<file path="src/rtl/vred_sequencer_pkg.sv">
// Shared types and helpers for the vector-reduction sequencer: FSM states,
// op-select / element-width encodings and the per-op identity element.
package vred_sequencer_pkg;

  typedef enum logic [1:0] {
    ST_IDLE  = 2'd0,
    ST_ISSUE = 2'd1,
    ST_WAIT  = 2'd2,
    ST_RESP  = 2'd3
  } state_t;

  typedef enum logic [2:0] {
    OP_SUM, OP_MAX, OP_MIN, OP_AND, OP_OR, OP_XOR
  } op_t;

  // arithmetic ops decode opSel[2:1], logic ops decode opSel[1:0]
  localparam logic [1:0] ARITH_SUM = 2'b00;
  localparam logic [1:0] ARITH_MAX = 2'b01;
  localparam logic [1:0] ARITH_MIN = 2'b10;
  localparam logic [1:0] LOGIC_AND = 2'b01;
  localparam logic [1:0] LOGIC_OR  = 2'b10;
  localparam logic [1:0] LOGIC_XOR = 2'b11;

  localparam logic [1:0] SEW_8  = 2'b00;
  localparam logic [1:0] SEW_16 = 2'b01;
  localparam logic [1:0] SEW_32 = 2'b10;
  localparam logic [1:0] SEW_64 = 2'b11;

  function automatic op_t decode_op(input logic lop, input logic [2:0] opsel);
    op_t op;
    op = OP_SUM;
    if (lop) begin
      case (opsel[1:0])
        LOGIC_AND: op = OP_AND;
        LOGIC_XOR: op = OP_XOR;
        default:   op = OP_OR;
      endcase
    end else begin
      case (opsel[2:1])
        ARITH_MAX: op = OP_MAX;
        ARITH_MIN: op = OP_MIN;
        default:   op = OP_SUM;
      endcase
    end
    return op;
  endfunction

  // identity element, right-aligned in the element width selected by sew
  function automatic logic [63:0] identity(input op_t op, input logic [1:0] sew);
    logic [63:0] mask;
    logic [63:0] id;
    case (sew)
      SEW_8:   mask = 64'h0000_0000_0000_00FF;
      SEW_16:  mask = 64'h0000_0000_0000_FFFF;
      SEW_32:  mask = 64'h0000_0000_FFFF_FFFF;
      default: mask = 64'hFFFF_FFFF_FFFF_FFFF;
    endcase
    case (op)
      OP_AND:  id = mask;
      OP_MAX:  id = mask ^ (mask >> 1);
      OP_MIN:  id = mask >> 1;
      default: id = '0;
    endcase
    return id;
  endfunction

endpackage

</file>
<file path="src/rtl/vred_tail_fill.sv">
// Replaces every element lane at index >= valid count with the op identity.
// Purely combinational; works byte-by-byte so any element width maps cleanly.
module vred_tail_fill
  import vred_sequencer_pkg::*;
#(
  parameter int DATA_W = 64,
  parameter int CNT_W  = 8
) (
  input  logic [DATA_W-1:0] i_beat,
  input  logic [1:0]        i_sew,
  input  op_t               i_op,
  input  logic [CNT_W-1:0]  i_valid_cnt,
  output logic [DATA_W-1:0] o_beat
);
  localparam int NB = DATA_W / 8;

  logic [63:0] w_ident;
  assign w_ident = identity(i_op, i_sew);

  for (genvar b = 0; b < NB; b++) begin : g_byte
    logic [CNT_W-1:0] w_idx;
    logic [2:0]       w_off;
    // element this byte belongs to, and its byte position inside that element
    assign w_idx = CNT_W'(b) >> i_sew;
    assign w_off = 3'(b) & ((3'd1 << i_sew) - 3'd1);
    assign o_beat[8*b +: 8] = (w_idx >= i_valid_cnt) ? w_ident[8*w_off +: 8]
                                                     : i_beat[8*b +: 8];
  end

endmodule

</file>
<file path="src/rtl/vred_sequencer.sv">
// Vector reduction sequencer: takes one reduction command, streams vs2 beats
// to the reduction unit with tail/bubble identity fill, then writes back.
module vred_sequencer
  import vred_sequencer_pkg::*;
#(
  parameter int REQ_DATA_WIDTH = 64,
  parameter int REQ_ADDR_WIDTH = 32,
  parameter int OPSEL_WIDTH    = 3,
  parameter int SEW_WIDTH      = 2,
  parameter int VL_WIDTH       = 8,
  parameter int ENABLE_64_BIT  = 0
) (
  input  logic                        clk,
  input  logic                        rst,
  input  logic                        cmd_valid,
  output logic                        cmd_ready,
  input  logic                        cmd_lop_sum,
  input  logic [OPSEL_WIDTH-1:0]      cmd_opSel,
  input  logic [SEW_WIDTH-1:0]        cmd_sew,
  input  logic [VL_WIDTH-1:0]         cmd_vl,
  input  logic [REQ_DATA_WIDTH-1:0]   cmd_scalar,
  input  logic [REQ_ADDR_WIDTH-1:0]   cmd_addr,
  input  logic                        src_valid,
  output logic                        src_ready,
  input  logic [REQ_DATA_WIDTH-1:0]   src_data,
  output logic                        red_valid,
  output logic                        red_start,
  output logic                        red_end,
  output logic                        red_lop_sum,
  output logic [OPSEL_WIDTH-1:0]      red_opSel,
  output logic [SEW_WIDTH-1:0]        red_sew,
  output logic [REQ_DATA_WIDTH-1:0]   red_vec0,
  output logic [REQ_DATA_WIDTH-1:0]   red_vec1,
  output logic [REQ_ADDR_WIDTH-1:0]   red_addr,
  input  logic                        red_out_valid,
  input  logic [REQ_DATA_WIDTH-1:0]   red_out_vec,
  input  logic [REQ_DATA_WIDTH/8-1:0] red_out_be,
  input  logic [REQ_ADDR_WIDTH-1:0]   red_out_addr,
  output logic                        wb_valid,
  input  logic                        wb_ready,
  output logic [REQ_DATA_WIDTH-1:0]   wb_data,
  output logic [REQ_DATA_WIDTH/8-1:0] wb_be,
  output logic [REQ_ADDR_WIDTH-1:0]   wb_addr,
  output logic                        busy,
  output logic                        err
);
  localparam int LOG_BB = (ENABLE_64_BIT != 0) ? 3 : 2;
  localparam int BE_W   = REQ_DATA_WIDTH / 8;

  state_t                      r_state;
  logic                        r_live;
  logic                        r_lop;
  logic [OPSEL_WIDTH-1:0]      r_opsel;
  logic [SEW_WIDTH-1:0]        r_sew;
  logic [REQ_DATA_WIDTH-1:0]   r_scalar;
  logic [REQ_ADDR_WIDTH-1:0]   r_addr;
  logic [VL_WIDTH-1:0]         r_beats_left, r_last_cnt, r_epb;
  logic                        r_first;
  logic                        r_red_valid, r_red_start, r_red_end;
  logic [REQ_DATA_WIDTH-1:0]   r_red_vec0, r_red_vec1;
  logic [REQ_DATA_WIDTH-1:0]   r_wb_data;
  logic [BE_W-1:0]             r_wb_be;
  logic [REQ_ADDR_WIDTH-1:0]   r_wb_addr;
  logic                        r_err;

  // beat geometry from the incoming command; epb is a power of two
  logic [1:0]          w_sew2;
  logic [2:0]          w_lg;
  logic [VL_WIDTH-1:0] w_epb, w_beats, w_last;
  logic [VL_WIDTH:0]   w_sum;
  logic                w_sew_bad, w_cmd_fire;

  assign w_sew2     = 2'(cmd_sew);
  assign w_lg       = 3'(LOG_BB) - {1'b0, w_sew2};
  assign w_epb      = VL_WIDTH'(1) << w_lg;
  assign w_sum      = {1'b0, cmd_vl} + {1'b0, w_epb} - (VL_WIDTH+1)'(1);
  assign w_beats    = VL_WIDTH'(w_sum >> w_lg);
  assign w_last     = cmd_vl - VL_WIDTH'((w_beats - VL_WIDTH'(1)) << w_lg);
  assign w_sew_bad  = (w_sew2 == SEW_64) && (ENABLE_64_BIT == 0);
  assign w_cmd_fire = cmd_valid && cmd_ready;

  logic                      w_is_last;
  logic [VL_WIDTH-1:0]       w_fill_cnt;
  logic [REQ_DATA_WIDTH-1:0] w_filled;
  op_t                       w_op;

  assign w_is_last  = (r_beats_left == VL_WIDTH'(1));
  // a bubble fills every lane with identity
  assign w_fill_cnt = !src_valid ? '0 : (w_is_last ? r_last_cnt : r_epb);
  assign w_op       = decode_op(r_lop, 3'(r_opsel));

  vred_tail_fill #(
    .DATA_W (REQ_DATA_WIDTH),
    .CNT_W  (VL_WIDTH)
  ) u_fill (
    .i_beat      (src_data),
    .i_sew       (2'(r_sew)),
    .i_op        (w_op),
    .i_valid_cnt (w_fill_cnt),
    .o_beat      (w_filled)
  );

  always_ff @(posedge clk or negedge rst) begin
    if (!rst) begin
      r_state      <= ST_IDLE;
      r_live       <= 1'b0;
      r_lop        <= 1'b0;
      r_opsel      <= '0;
      r_sew        <= '0;
      r_scalar     <= '0;
      r_addr       <= '0;
      r_beats_left <= '0;
      r_last_cnt   <= '0;
      r_epb        <= '0;
      r_first      <= 1'b0;
      r_red_valid  <= 1'b0;
      r_red_start  <= 1'b0;
      r_red_end    <= 1'b0;
      r_red_vec0   <= '0;
      r_red_vec1   <= '0;
      r_wb_data    <= '0;
      r_wb_be      <= '0;
      r_wb_addr    <= '0;
      r_err        <= 1'b0;
    end else begin
      r_live      <= 1'b1;
      r_err       <= 1'b0;
      r_red_valid <= 1'b0;
      r_red_start <= 1'b0;
      r_red_end   <= 1'b0;
      case (r_state)
        ST_IDLE: begin
          if (w_cmd_fire) begin
            r_lop        <= cmd_lop_sum;
            r_opsel      <= cmd_opSel;
            r_sew        <= cmd_sew;
            r_scalar     <= cmd_scalar;
            r_addr       <= cmd_addr;
            r_beats_left <= w_beats;
            r_last_cnt   <= w_last;
            r_epb        <= w_epb;
            if (w_sew_bad) begin
              r_err <= 1'b1;
            end else if (cmd_vl != '0) begin
              r_first <= 1'b1;
              r_state <= ST_ISSUE;
            end
          end
        end
        ST_ISSUE: begin
          if (src_valid || !r_first) begin
            r_red_valid <= 1'b1;
            r_red_vec0  <= w_filled;
            r_red_start <= src_valid && r_first;
            r_red_end   <= src_valid && w_is_last;
            r_red_vec1  <= (src_valid && r_first) ? r_scalar : '0;
            if (src_valid) begin
              r_first      <= 1'b0;
              r_beats_left <= r_beats_left - VL_WIDTH'(1);
              if (w_is_last) r_state <= ST_WAIT;
            end
          end
        end
        ST_WAIT: begin
          if (red_out_valid) begin
            r_wb_data <= red_out_vec;
            r_wb_be   <= red_out_be;
            r_wb_addr <= red_out_addr;
            r_state   <= ST_RESP;
          end
        end
        ST_RESP: begin
          if (wb_ready) r_state <= ST_IDLE;
        end
        default: r_state <= ST_IDLE;
      endcase
    end
  end

  assign cmd_ready   = r_live && (r_state == ST_IDLE);
  assign src_ready   = (r_state == ST_ISSUE);
  assign red_valid   = r_red_valid;
  assign red_start   = r_red_start;
  assign red_end     = r_red_end;
  assign red_lop_sum = r_lop;
  assign red_opSel   = r_opsel;
  assign red_sew     = r_sew;
  assign red_vec0    = r_red_vec0;
  assign red_vec1    = r_red_vec1;
  assign red_addr    = r_addr;
  assign wb_valid    = (r_state == ST_RESP);
  assign wb_data     = r_wb_data;
  assign wb_be       = r_wb_be;
  assign wb_addr     = r_wb_addr;
  assign busy        = (r_state != ST_IDLE);
  assign err         = r_err;

endmodule

</file>
<file path="config.mk">
export PLATFORM = sky130hd
export DESIGN_NAME = vred_sequencer
export DESIGN_NICKNAME = d
export VERILOG_FILES = /design/src/rtl/vred_sequencer_pkg.sv /design/src/rtl/vred_tail_fill.sv /design/src/rtl/vred_sequencer.sv
export SDC_FILE = /design/constraint.sdc
export NUM_CORES = 1
export LEC_CHECK = 0
export CAP_MARGIN = 10
export CORE_MARGIN = 10
export CORE_UTILIZATION = 35
export DETAILED_ROUTE_END_ITERATION = 8
export PLACE_DENSITY = 0.69
export SLEW_MARGIN = 20
export SYNTH_ARGS = -nofsm -noshare
export SYNTH_HDL_FRONTEND = slang
export SYNTH_SLANG_ARGS = --single-unit
</file>
<file path="constraint.sdc">
create_clock -name clk -period 5.6 [get_ports clk]
set_input_delay 0.56 -clock clk [delete_from_list [all_inputs] [get_ports clk]]
set_output_delay 0.56 -clock clk [all_outputs]
set_load 0.02 [all_outputs]
</file>
==> impl_metrics.py <==
metrics = {
    "floorplan": {
        "dieArea_um2": 56900,
        "die_h_um": 238,
        "die_w_um": 238,
        "fp-row-count": 80,
        "start_util_pct": 35.2,
        "core_um2": 47400,
        "io_pins": 562,
    },
    "final_layout": {
        "final_util_pct": 53.1,
        "final_common_cell": "clkdlybuf4s50_1",
        "fill_cells": 4157,
        "fin_nets": 2398,
        "final_area_um2": 25200,
        "layout_common_cells": "clkdlybuf4s50_1 (558), dfrtp_1 (366), mux2_2 (210), nand2_1 (124), o21ai_0 (117)",
        "drive_gt1_share_pct": 20.6,
        "fin_cells": 2705,
        "area_delta_synth_final_pct": 50.7,
    },
    "timing": {
        "slew_violations": 0,
        "rsz0062_at_grt": "no",
        "worst_pin_slew_ns": 1.08,
        "layout_setup_ws_ns": 0.332,
        "period_share_pct": 94.1,
        "setup_viol": 0,
        "finalHoldViolCount": 0,
        "finClkSkew_ns": 0.0259,
        "fmax_mhz": 190,
        "finalCriticalPeriod_ns": 5.27,
        "slew_headroom_pct": 27.8,
    },
    "routing": {
        "antenna_left": 0,
        "drc": 0,
        "drt_iter0_drc": 883,
        "drt-total-wl_um": 61300,
        "viasPerCell": 5.06,
        "wire_per_inst_um": 22.7,
        "drt_pass1_iterations": 6,
        "vias": 13697,
    },
    "power": {
        "p_leak_nw": 11.0,
        "p_per_area_nw_per_um2": 584,
        "vdd_drop_max_mv": 0.310,
    },
    "clocking": {
        "cts.sinks": 366,
        "clk_pin_slew_ns": 0.06,
        "cts_buffer_depth": 3,
        "h-tree-depth": 2,
        "clock_latency_ns": 0.56,
        "cts_buffers": 42,
        "cts_tree": "done",
        "cts_hold_buf": 0,
        "root_buffer": "clkbuf_16",
    },
    "setup_path": {
        "cp_top_family": "compound AO/OA/AOI/OAI gates",
        "cp.arrival_ns": 5.66,
        "slowest_stage": "clkdlybuf4s50_1",
        "worstPathMaxFanout": 3,
        "reg2regPathDepth": 13,
        "end_kind": "register",
        "slowest_delay_ns": 0.48,
        "required_ns": 5.99,
        "crit_type": "input pin to register",
        "regToRegSetupSlack_ns": 1.43,
        "r2r_start": "r_beats_left[3]$_DFFE_PN0P_",
        "cp_num_buf_inv": 5,
        "start_kind": "input pin",
        "r2r_end": "red_vec0[16]$_DFFE_PN0P_",
    },
    "synthesis": {
        "netlist_area_um2": 16700,
        "synth_edf_count": 0,
        "syn_inst": 1424,
        "async_flop_share_pct": 100,
        "yosysSeqAreaShare_pct": 54.8,
        "synth_cell_types": 76,
        "syn_area_per_cell_um2": 11.7,
        "ys_ff_latch": 366,
        "yosys_most_used_dff": "dfrtp_1",
        "yosysWarnings": 0,
    },
    "global_route": {
        "grtUsageTotal_pct": 20.7,
        "antenna_found_initial": 8,
        "grt_pass1_vias": 14085,
        "grt_pass1_wl_um": 90100,
        "grt_overflow_total": 0,
        "grt_max_degree": 159,
    },
    "placed_design": {
        "io_buffers": 561,
        "pre_cts_ws_ns": -0.595,
        "postPlaceCellArea_um2": 23700,
        "dp_hpwl_um": 46900,
        "place_congestion": 0.924,
        "placedCellCount": 2624,
    },
    "flow_run": {
        "cap_viol_max_count": 0,
    },
    "min_path": {
        "hold_class": "input pin to async pin",
    },
    "outcome": {
        "status": "finished, final reports clean",
    },
}
==> metrics by stage <==
stage | setup TNS, ns | power (mW) | hold slack [ns]
finish | 0 | 14.7 | 0.0541
global route | 0 | 15.6 | 0.108
CTS | 0 | 14.8 | 0.0920
detailed placement | -1.45 | 12.1 | 0.466
global placement | -1.18 | 11.9 | 0.457
floorplan | 0 | 8.51 | 0.264
==> where the power goes <==
part / total, mW / switching (mW) / internal (mW)
clock: 2.64 / 1.11 / 1.53
sequential: 4.65 / 0.737 / 3.92
combinational: 7.41 / 3.89 / 3.53
total: 14.7 / 5.73 / 8.98
==> logic make-up after synthesis <==
family | share of synthesized area (%)
AOI/OAI and AO/OA | 12.9
xor gates and xnor gates | 1.05
adders and majority gates | 4.36
buffers and inverters | 3.07
DFF | 54.8
muxes | 15.9
other | 0.0224
and+or+nand+nor | 7.83
==> how the worst max path moves through the flow <==
stage / from / to / slack (ns) / cells past startpoint
floorplan: cmd_sew[0] / r_last_cnt[7]$_DFFE_PN0P_ / 0.0002 / 29
global placement: cmd_sew[0] / r_last_cnt[7]$_DFFE_PN0P_ / -0.53 / 29
detailed placement: cmd_sew[0] / r_last_cnt[7]$_DFFE_PN0P_ / -0.59 / 29
CTS: cmd_sew[0] / r_last_cnt[7]$_DFFE_PN0P_ / 0.05 / 29
global route: cmd_vl[1] / r_last_cnt[7]$_DFFE_PN0P_ / 0.02 / 29
finish: cmd_vl[1] / r_last_cnt[7]$_DFFE_PN0P_ / 0.33 / 29
==> area by class of cell <==
| type | count | area (µm²) | share of cell area, % |
|---|---|---|---|
| clock inverter | 9 | 66.3 | 0.263 |
| timing repair buffer | 669 | 6490 | 25.8 |
| inverter | 53 | 204 | 0.810 |
| multi-input combinational | 925 | 7240 | 28.8 |
| antenna | 5 | 12.5 | 0.0497 |
| tap | 615 | 769 | 3.06 |
| clock buffer | 63 | 1240 | 4.93 |
| sequential | 366 | 9160 | 36.4 |
==> metal layers <==
metal  routed length [µm]  global-route usage [%]  vias up
met3                 4200                    5.26       90
met5                   23                       0        -
met2                31700                    36.0      391
met1                23800                    24.7     6865
li1                     -                       -     6347
met4                 1630                    6.70        4
==> Yosys cell counts, types with 5 or more instances <==
cell      instances  share of area (%)
mux2i_1          27                1.6
nor2b_1          10               0.37
a21oi_1          67                2.0
xor2_1            6               0.31
nand4_1           5               0.19
buf_1            11               0.25
buf_2             5               0.15
xnor2_1          14               0.73
nand2_1         127                2.9
o21ai_1           5               0.15
a22o_1           65                3.4
a211oi_1          5               0.22
nand3_1          13               0.39
a31oi_1           7               0.26
a21o_1            8               0.36
clkbuf_1         64                1.4
nor2_1           47                1.1
inv_1            52                1.2
nand2b_1         19               0.71
ha_1             55                4.1
mux2_2          210                 14
o21ai_0         120                3.6
dfrtp_1         366                 55
nor4_1            5               0.19
nor3_1           10               0.30
o21a_1            6               0.27
or4_1             5               0.22
and2_1            5               0.19
==> sequential cells by signal (all words and copies together), names as in the netlist <==
signal / cells
r_beats_left: 8
red_addr: 32
red_start: 1
r_live: 1
r_state: 2
r_scalar: 64
red_sew: 2
red_opSel: 3
red_vec0: 64
wb_be: 8
wb_addr: 32
err: 1
red_lop_sum: 1
r_first: 1
red_valid: 1
red_end: 1
red_vec1: 64
wb_data: 64
r_last_cnt: 8
r_epb: 8
==> repair_timing <==
action / 4_1_cts / 5_1_grt
endpoints found under the setup margin: 1 / 3
resized for setup: 1 / 31
pin swaps: 0 / 22
buffers inserted: 0 / 4
Power figures use the tool's default switching activity.
